==> config.mk <==
export PLATFORM = sky130hd
export DESIGN_NAME = pwm_duty_ramp_ctrl
export DESIGN_NICKNAME = d
export VERILOG_FILES = /design/src/rtl/pwm_duty_ramp_ctrl.sv
export SDC_FILE = /design/constraint.sdc
export NUM_CORES = 1
export LEC_CHECK = 0
export ABC_AREA = 1
export BUFFER_PORTS_ARGS = -buffer_cell sky130_fd_sc_hd__buf_2
export CAP_MARGIN = 20
export CORE_ASPECT_RATIO = 1.1
export CORE_UTILIZATION = 25
export CTS_BUF_LIST = sky130_fd_sc_hd__clkbuf_4
export CTS_CLUSTER_SIZE = 20
export DETAILED_ROUTE_END_ITERATION = 16
export GPL_ROUTABILITY_DRIVEN = 1
export SYNTH_ARGS = -nofsm -noshare
export SYNTH_HDL_FRONTEND = slang
export SYNTH_SLANG_ARGS = --single-unit
==> constraint.sdc <==
create_clock -name clk -period 1.61 [get_ports clk]
set_input_delay 0.2415 -clock clk [delete_from_list [all_inputs] [get_ports clk]]
set_output_delay 0.2415 -clock clk [all_outputs]
set_load 0.1 [all_outputs]
==> src/rtl/pwm_duty_ramp_ctrl.sv <==
// pwm_duty_ramp_ctrl
// Arbitrates two absolute-duty requesters and steps the PWM generator toward the
// accepted target with one increase/decrease pulse per step. A shadow copy of the
// generator duty is kept locally so the ramp knows when it has arrived.
//
// state    | meaning
// ---------+-------------------------------------------------------------
// S_IDLE   | waiting for a request; ready high (except in the done cycle)
// S_CHECK  | compare shadow duty to target, start a step or finish
// S_HI     | step pulse held high for PULSE_LEN cycles
// S_LO     | both pulses low for PULSE_LEN cycles before the next check
module pwm_duty_ramp_ctrl #(
    parameter int DUTY_W    = 4,
    parameter int MAX_DUTY  = 10,
    parameter int INIT_DUTY = 5,
    parameter int PULSE_LEN = 4
) (
    input  logic              clk,
    input  logic              rst_n,
    input  logic [1:0]        req_valid,
    input  logic [DUTY_W-1:0] req_target0,
    input  logic [DUTY_W-1:0] req_target1,
    output logic [1:0]        req_ack,
    output logic              ready,
    output logic              increase_duty,
    output logic              decrease_duty,
    output logic [DUTY_W-1:0] cur_duty,
    output logic              done,
    output logic              owner
);

    localparam logic [1:0] S_IDLE  = 2'd0;
    localparam logic [1:0] S_CHECK = 2'd1;
    localparam logic [1:0] S_HI    = 2'd2;
    localparam logic [1:0] S_LO    = 2'd3;

    localparam int CNT_W = (PULSE_LEN > 2) ? $clog2(PULSE_LEN) : 1;
    localparam logic [CNT_W-1:0]  CNT_LAST = CNT_W'(PULSE_LEN - 1);
    localparam logic [CNT_W-1:0]  CNT_ZERO = '0;
    localparam logic [DUTY_W-1:0] MAX_D    = DUTY_W'(MAX_DUTY);
    localparam logic [DUTY_W-1:0] INIT_D   = DUTY_W'(INIT_DUTY);
    localparam logic [DUTY_W-1:0] ONE_D    = DUTY_W'(1);
    localparam logic [DUTY_W-1:0] ZERO_D   = '0;

    logic [1:0]        state;
    logic [CNT_W-1:0]  cnt;
    logic [DUTY_W-1:0] target;
    logic              rr_ptr;
    logic [1:0]        gnt;
    logic [DUTY_W-1:0] sel_target;
    logic [DUTY_W-1:0] clip_target;

    // The done cycle is spent in IDLE but withholds ready so done and ack never coincide.
    assign ready   = (state == S_IDLE) && !done;
    assign req_ack = gnt;

    // Combinational grant: lone requester wins, contention resolved by the RR pointer.
    always_comb begin
        gnt = 2'b00;
        if (ready) begin
            case (req_valid)
                2'b01:   gnt = 2'b01;
                2'b10:   gnt = 2'b10;
                2'b11:   gnt = rr_ptr ? 2'b10 : 2'b01;
                default: gnt = 2'b00;
            endcase
        end
    end

    // Selected target, clipped to the highest legal duty.
    always_comb begin
        sel_target  = gnt[1] ? req_target1 : req_target0;
        clip_target = (sel_target > MAX_D) ? MAX_D : sel_target;
    end

    // Sequencer: grant, compare, then pulse-high / pulse-low per duty step.
    always_ff @(posedge clk or negedge rst_n) begin
        if (!rst_n) begin
            state         <= S_IDLE;
            cnt           <= CNT_ZERO;
            target        <= INIT_D;
            rr_ptr        <= 1'b0;
            increase_duty <= 1'b0;
            decrease_duty <= 1'b0;
            cur_duty      <= INIT_D;
            done          <= 1'b0;
            owner         <= 1'b0;
        end else begin
            done <= 1'b0;
            case (state)
                S_IDLE: begin
                    if (gnt != 2'b00) begin
                        target <= clip_target;
                        owner  <= gnt[1];
                        if (req_valid == 2'b11) begin
                            rr_ptr <= ~gnt[1];
                        end
                        state  <= S_CHECK;
                    end
                end
                S_CHECK: begin
                    if (cur_duty == target) begin
                        done  <= 1'b1;
                        state <= S_IDLE;
                    end else begin
                        increase_duty <= (target > cur_duty);
                        decrease_duty <= (target < cur_duty);
                        cnt           <= CNT_LAST;
                        state         <= S_HI;
                    end
                end
                S_HI: begin
                    if (cnt == CNT_ZERO) begin
                        if (increase_duty && (cur_duty < MAX_D)) begin
                            cur_duty <= cur_duty + ONE_D;
                        end else if (decrease_duty && (cur_duty != ZERO_D)) begin
                            cur_duty <= cur_duty - ONE_D;
                        end
                        increase_duty <= 1'b0;
                        decrease_duty <= 1'b0;
                        cnt           <= CNT_LAST;
                        state         <= S_LO;
                    end else begin
                        cnt <= cnt - 1'b1;
                    end
                end
                S_LO: begin
                    if (cnt == CNT_ZERO) begin
                        state <= S_CHECK;
                    end else begin
                        cnt <= cnt - 1'b1;
                    end
                end
                default: state <= S_IDLE;
            endcase
        end
    end

endmodule
==> results.ini, run 1 <==
[clock_network]
cts_tree = built
clock-sinks = 17
cts-root-buf = clkbuf_4
numCtsBuffers = 3
htreeDepth = 1
cts_buffer_depth = 2
clk_latency_ps = 290
clkTransAtPathRegs_ps = 100

[timing]
relSlewSlack = 0.678
period_needed_ps = 1780
fin_crit_sh = 1.11
finalHoldViolCount = 0
fin_ws_ps = -175
tightest_slew_ps = 487
fin_skew_ps = 9.39
setup_viol_count_final = 12
rsz0062_at_grt = yes
slew_viol_final = 0
holdWs_ps = 255
fmax_mhz = 560
finalSetupTns_ps = -1220

[floorplan]
initial_utilization = 0.269
die-area_sq_mm = 0.00502
die_y_um = 74.2
ios = 23
rows = 25
die_w_um = 67.7
coreArea_sq_mm = 0.00441

[place]
routabilityCongestion = 0.744
hpwl_mm = 1.95
dp_cells = 235
port_buffers = 22

[finish]
final_cell_mix = nand2_1, inv_1, buf_4, buf_2, ha_1
final_cells = 252
area_growth_syn_to_layout_pct = 53.7
diodes = 0
final_util = 0.413
layout_commonest_cell = nand2_1
drive_above_1_share = 0.470
nets = 225

[critical_path]
arrival_ps = 1960
endpoint_kind = flip-flop
r2r_end = cnt[1]$_DFFE_PN0P_
rr_worst_depth = 7
crit_chain = buf_6 -> inv_4 -> ha_4 -> nand4_1 -> o21ai_2 -> buf_4 -> a21oi_2
path_class = reg2reg
reg2reg_from = cur_duty[2]$_DFFE_PN1P_
path_max_fanout = 4
cp-startpoint = cur_duty[2]$_DFFE_PN1P_
critPathMaxStageDelay_ps = 650
required_ps = 1790
cp_slowest_cell = dfstp_4
r2r_slack_ps = -170
crit_path_start_kind = flip-flop

[logic_synthesis]
yosys.area_share.simple = 0.250
seq_area_frac_synth = 0.363
synth_top_cell_area_share = 0.274
synth_area_leaders = dfrtp_1, ha_1, nand2_1, dfstp_2, inv_1
synth_compound_area_frac = 0.136
syn_inst = 148
synth_fa_ha_area_frac = 0.154
syn-num-nets = 174
syn_area_sq_mm = 0.00119
yosysWarningCount = 0
synthMuxAreaShare = 0
synth.avg_cell_area_sq_um = 8.01
synth_top_area_cell = dfrtp_1
synth_seq_cells = 17
synth_xor_area_frac = 0.0148
synth_top_family_by_area = simple AND/OR/NAND/NOR gates
synth_cell_types = 24

[global_route]
grt_pass1_vias = 1039
gr-total-overflow = 0
grt_use_total = 0.113
grt_antenna_before_repair = 0
grt_pass1_wl_mm = 4.33
grt_max_degree = 18

[status]
status = complete, but fails checks
failed_checks = setup timing

[route]
antenna_left = 0
drcViolationCount = 0
viasPerCell = 4.29
post_drt_wl_per_cell_um = 10.3
drtPass1Iterations = 5
num_vias = 1080
first_iter_violations = 48
drt-total-wl_mm = 2.59

[job]
drv_cap = 0

[hold_path]
hold_end = target[2]$_DFFE_PN1P_
worstHoldStart = req_target1[2]
hp-class = in2reg
hold_depth = 3

-- what timing repair did --
action,in CTS,in global routing
setup buffers,8,5
pin swaps,7,9
hold endpoints to repair,13,0
setup endpoints to repair,6,14
resized for setup,6,17
hold buffers,1,0
-- metrics by stage --
stage / area, sq um / worst slack, ps
2_1_floorplan: 1290 / -364
3_3_place_gp: 1630 / -104
4_1_cts: 1730 / -135
3_5_place_dp: 1630 / -192
5_1_grt: 1820 / -252
6_report: 1820 / -175
-- registers in the layout, indices dropped and copies added (netlist names) --
| signal | cells |
|---|---|
| target | 4 |
| state | 2 |
| rr_ptr | 1 |
| decrease_duty | 1 |
| cur_duty | 4 |
| cnt | 2 |
| increase_duty | 1 |
| owner | 1 |
| done | 1 |
-- worst max path at each step --
| stage | depth (start not counted) | to | slack [ps] |
|---|---|---|---|
| 6_report | 7 | cnt[1]$_DFFE_PN0P_ | -170 |
| 5_1_grt | 7 | cnt[0]$_DFFE_PN0P_ | -250 |
| 4_1_cts | 7 | req_ack[0] | -130 |
| 3_5_place_dp | 11 | cur_duty[3]$_DFFE_PN0P_ | -190 |
| 3_3_place_gp | 11 | cur_duty[3]$_DFFE_PN0P_ | -100 |
| 2_1_floorplan | 6 | req_ack[0] | -360 |
-- cell type report --
class                   count  area [sq um]
flip-flops and latches     17           450
fillers                   433          2590
well taps                  54          67.6
multi-input cells         105           782
repair buffers             46           387
inverters                  26           106
clock buffers               4          30.0
-- kinds of logic after synthesis --
| group | count (synthesis) |
|---|---|
| simple gates | 63 |
| compound gates | 26 |
| fa+ha+maj | 14 |
| xor+xnor | 2 |
| flops | 17 |
| buf+inv | 26 |
-- cells in the mapped netlist --
master,count
dfstp_2,4
o21ai_0,14
ha_1,13
nor2_8,1
o21a_1,1
dfrtp_1,13
xor2_1,1
o21ai_2,2
a21oi_1,6
inv_1,24
nor2_1,7
nor3b_1,1
xnor2_1,1
nor3_1,1
nand3_1,4
nand2_2,4
fa_1,1
a21oi_4,1
nand2_1,40
o22ai_2,1
o21bai_1,1
nand4_1,4
inv_2,2
nand3_4,1
-- layer usage --
layer  share of wire  global-route usage
met3           0.044              0.0337
met4               0              0.0213
met2            0.50               0.186
met1            0.46               0.146
met5               0                   0
-- worst max-delay path, delay by kind of cell, from the launching register on --
kind	cells	cell delay, ps
AOI/OAI and AO/OA	2	320
adders and majority gates	1	240
buffers and inverters	3	300
DFF	1	650
and+or+nand+nor	1	150
Power of run 1 is not shown: default switching activity piles up to over one toggle a cycle in this logic, so the estimate is an artifact.
==> inputs of run 2 (changes only) <==
Settings changed: ABC_AREA 1 to not set, TNS_END_PERCENT set to 1.
==> run 2 against run 1 <==
Against the previous run: the flow still finishes with violations (setup timing); setup slack got worse by 3.9 ps; via count decreased by 8.5%; cell area decreased by 4.7%; sequential cell count unchanged; sequential share of layout area grew 0.87 points; clock skew is 1.3 ps higher; critical path type unchanged.
==> results.ini, run 2 <==
[status]
status = complete, but fails checks
failed_checks = setup timing

[clock_network]
numCtsBuffers = 3  ; unchanged
clkTransAtPathRegs_ps = 100  ; about the same
cts-root-buf = clkbuf_4
clk_latency_ps = 300  ; about the same
clock-sinks = 17  ; unchanged
htreeDepth = 1  ; unchanged
cts_buffer_depth = 2  ; unchanged
cts_tree = built

[critical_path]
arrival_ps = 1970  ; about the same
crit_chain = o21ai_4 -> nand2_2 -> ha_1 -> a21o_1 -> a21oi_2 -> xor2_1 -> nor2_1 -> xnor2_1
critPathMaxStageDelay_ps = 650  ; about the same
r2r_slack_ps = -180  ; about the same
path_class = reg2reg
cp_top_family = flip-flops
required_ps = 1800  ; about the same
cp-startpoint = cur_duty[2]$_DFFE_PN1P_
endpoint_kind = flip-flop
path_max_fanout = 3  ; -1
path_buf_inv = 0  ; -3
cp_slowest_cell = dfstp_4
reg2reg_from = cur_duty[2]$_DFFE_PN1P_
crit_path_start_kind = flip-flop

[timing]
finalHoldViolCount = 0  ; unchanged
fin_skew_ps = 10.7  ; +1.29 ps
fin_crit_sh = 1.11  ; +0.00242
rsz0062_at_grt = yes
fmax_mhz = 559  ; -0.22%
setup_viol_count_final = 12  ; unchanged
tightest_slew_ps = 486  ; -0.344 ps
period_needed_ps = 1790  ; +3.90 ps
relSlewSlack = 0.678  ; about the same
fin_ws_ps = -178  ; -3.90 ps
slew_viol_final = 0  ; unchanged

[global_route]
gr-total-overflow = 0  ; unchanged
grt_pass1_vias = 1119  ; +7.7%
grt_max_degree = 18  ; unchanged
grt_pass1_wl_mm = 4.89  ; +13%
grt_antenna_before_repair = 0  ; unchanged
grt_use_total = 0.136  ; +0.0226

[floorplan]
coreArea_sq_mm = 0.00405  ; -8.1%
rows = 24  ; -4.0%
die_w_um = 64.9  ; -4.1%
die_y_um = 71.2  ; -4.1%
initial_utilization = 0.268  ; -0.000726
die-area_sq_mm = 0.00462  ; -8.1%
ios = 23  ; unchanged

[logic_synthesis]
syn_area_sq_mm = 0.00109  ; -8.3%
yosysWarningCount = 0  ; unchanged
synth-edff-count = 0  ; unchanged
syn_inst = 110  ; -26%
synth_area_leaders = dfrtp_1, ha_1, dfstp_2, o21ai_0, a21oi_1
synth_cell_types = 34  ; +42%
synth_top_area_cell = dfrtp_1
synth_seq_cells = 17  ; unchanged
async_flop_share = 1.00  ; unchanged
synth_top_cell_area_share = 0.299  ; +0.0249
syn-num-nets = 136  ; -22%
seq_area_frac_synth = 0.396  ; +0.0330
synth.avg_cell_area_sq_um = 9.88  ; +23%
synth_common_cells = dfrtp_1, ha_1, o21ai_0
synth_flop_cell = dfrtp_1

[finish]
diodes = 0  ; unchanged
final_cell_mix = buf_4, buf_2, dfrtp_1, ha_1
drive_above_1_share = 0.531  ; +0.0616
reg.largest.list = cur_duty x4, target x4
regArea_sq_um = 444  ; -1.4%
area_growth_syn_to_layout_pct = 59.7
nets = 187  ; -17%
fillers = 398  ; -8.1%
multi_input_comb_area_sq_um = 768  ; -1.8%
layout_commonest_cell = buf_4

[hold_path]
hp-class = in2reg
worstHoldStart = req_target1[2]

[route]
first_iter_violations = 19  ; -60%
post_drt_wl_per_cell_um = 13.0  ; +26%
drcViolationCount = 0  ; unchanged
antenna_left = 0  ; unchanged
viasPerCell = 4.66  ; +8.7%
drt-total-wl_mm = 2.76  ; +6.3%
drtPass1Iterations = 2  ; -3
num_vias = 988  ; -8.5%

[job]
drv_cap = 0  ; unchanged

[place]
port_buffers = 22  ; unchanged
routabilityCongestion = 0.777  ; +4.5%
hpwl_mm = 2.11  ; +8.1%
pre_cts_ws_ps = -326  ; -133 ps

==> run 2: cell count changes after synthesis, moves of 3 or more <==
cell     before  now
nand3_1       4    1
a21o_1        0    4
nand4_1       4    1
nand2_2       4    0
inv_1        24    9
o21ai_0      14   10
nand2_1      40    9
==> run 2: metal layers <==
metal / GRT usage / routed length (um) / up-vias
met5: 0 / 0 / -
met4: 0.0370 / 37 / 0
met3: 0.0323 / 58 / 4
met2: 0.266 / 1630 / 14
met1: 0.139 / 1040 / 479
li1: - / - / 491
==> run 2: worst min-delay path, cell delays in order <==
cell and delay [ps]:
buf_2 110, a31oi_1 130, o21ai_1 70
==> run 2: cell families after synthesis <==
| group | count (synthesis) | synth area share |
|---|---|---|
| compound gates | 34 | 0.207 |
| simple gates | 28 | 0.128 |
| flops | 17 | 0.396 |
| fa+ha+maj | 14 | 0.168 |
| buf+inv | 10 | 0.0380 |
| xor+xnor | 5 | 0.0403 |
| mux | 2 | 0.0230 |
==> run 2: layout make-up <==
cell class,instances,area share
Inverter,9,0.0195
Timing Repair Buffer,47,0.229
Clock buffer,3,0.0130
Sequential cell,17,0.256
Tap cell,52,0.0375
Clock inverter,1,0.00288
Multi-Input combinational cell,83,0.442
==> run 2: path summary, 6_finish.rpt <==
kind                       cells past startpoint                         to
setup / recovery                               8    cur_duty[3]$_DFFE_PN0P_
hold / removal                                 3      target[2]$_DFFE_PN1P_
setup reg to reg                               8    cur_duty[3]$_DFFE_PN0P_
hold reg to reg                                1      target[1]$_DFFE_PN0P_
max in group asynchronous                      2             done$_DFF_PN0_
min in group asynchronous                      2  decrease_duty$_DFFE_PN0P_
==> run 2: per-stage QoR <==
step           area, sq um  std cells  hold WS, ps   util  TNS (ps)
3_5_place_dp          1520        203          199  0.374     -2000
6_report              1740        212          254  0.428     -1130
5_1_grt               1740        212          261  0.428     -2250
2_1_floorplan         1140        110        -54.1      -     -5350
4_1_cts               1690        212          234  0.417     -1280
3_3_place_gp          1520        203          185  0.374     -1430
==> run 2: repair_timing <==
action	in CTS	in global routing
pin swaps	13	1
hold endpoints to repair	13	0
gates resized for setup	22	11
setup endpoints to repair	18	18
cloned	0	0
hold buffers	1	0
setup buffers	4	0
Power of run 2 is left out for the same reason.
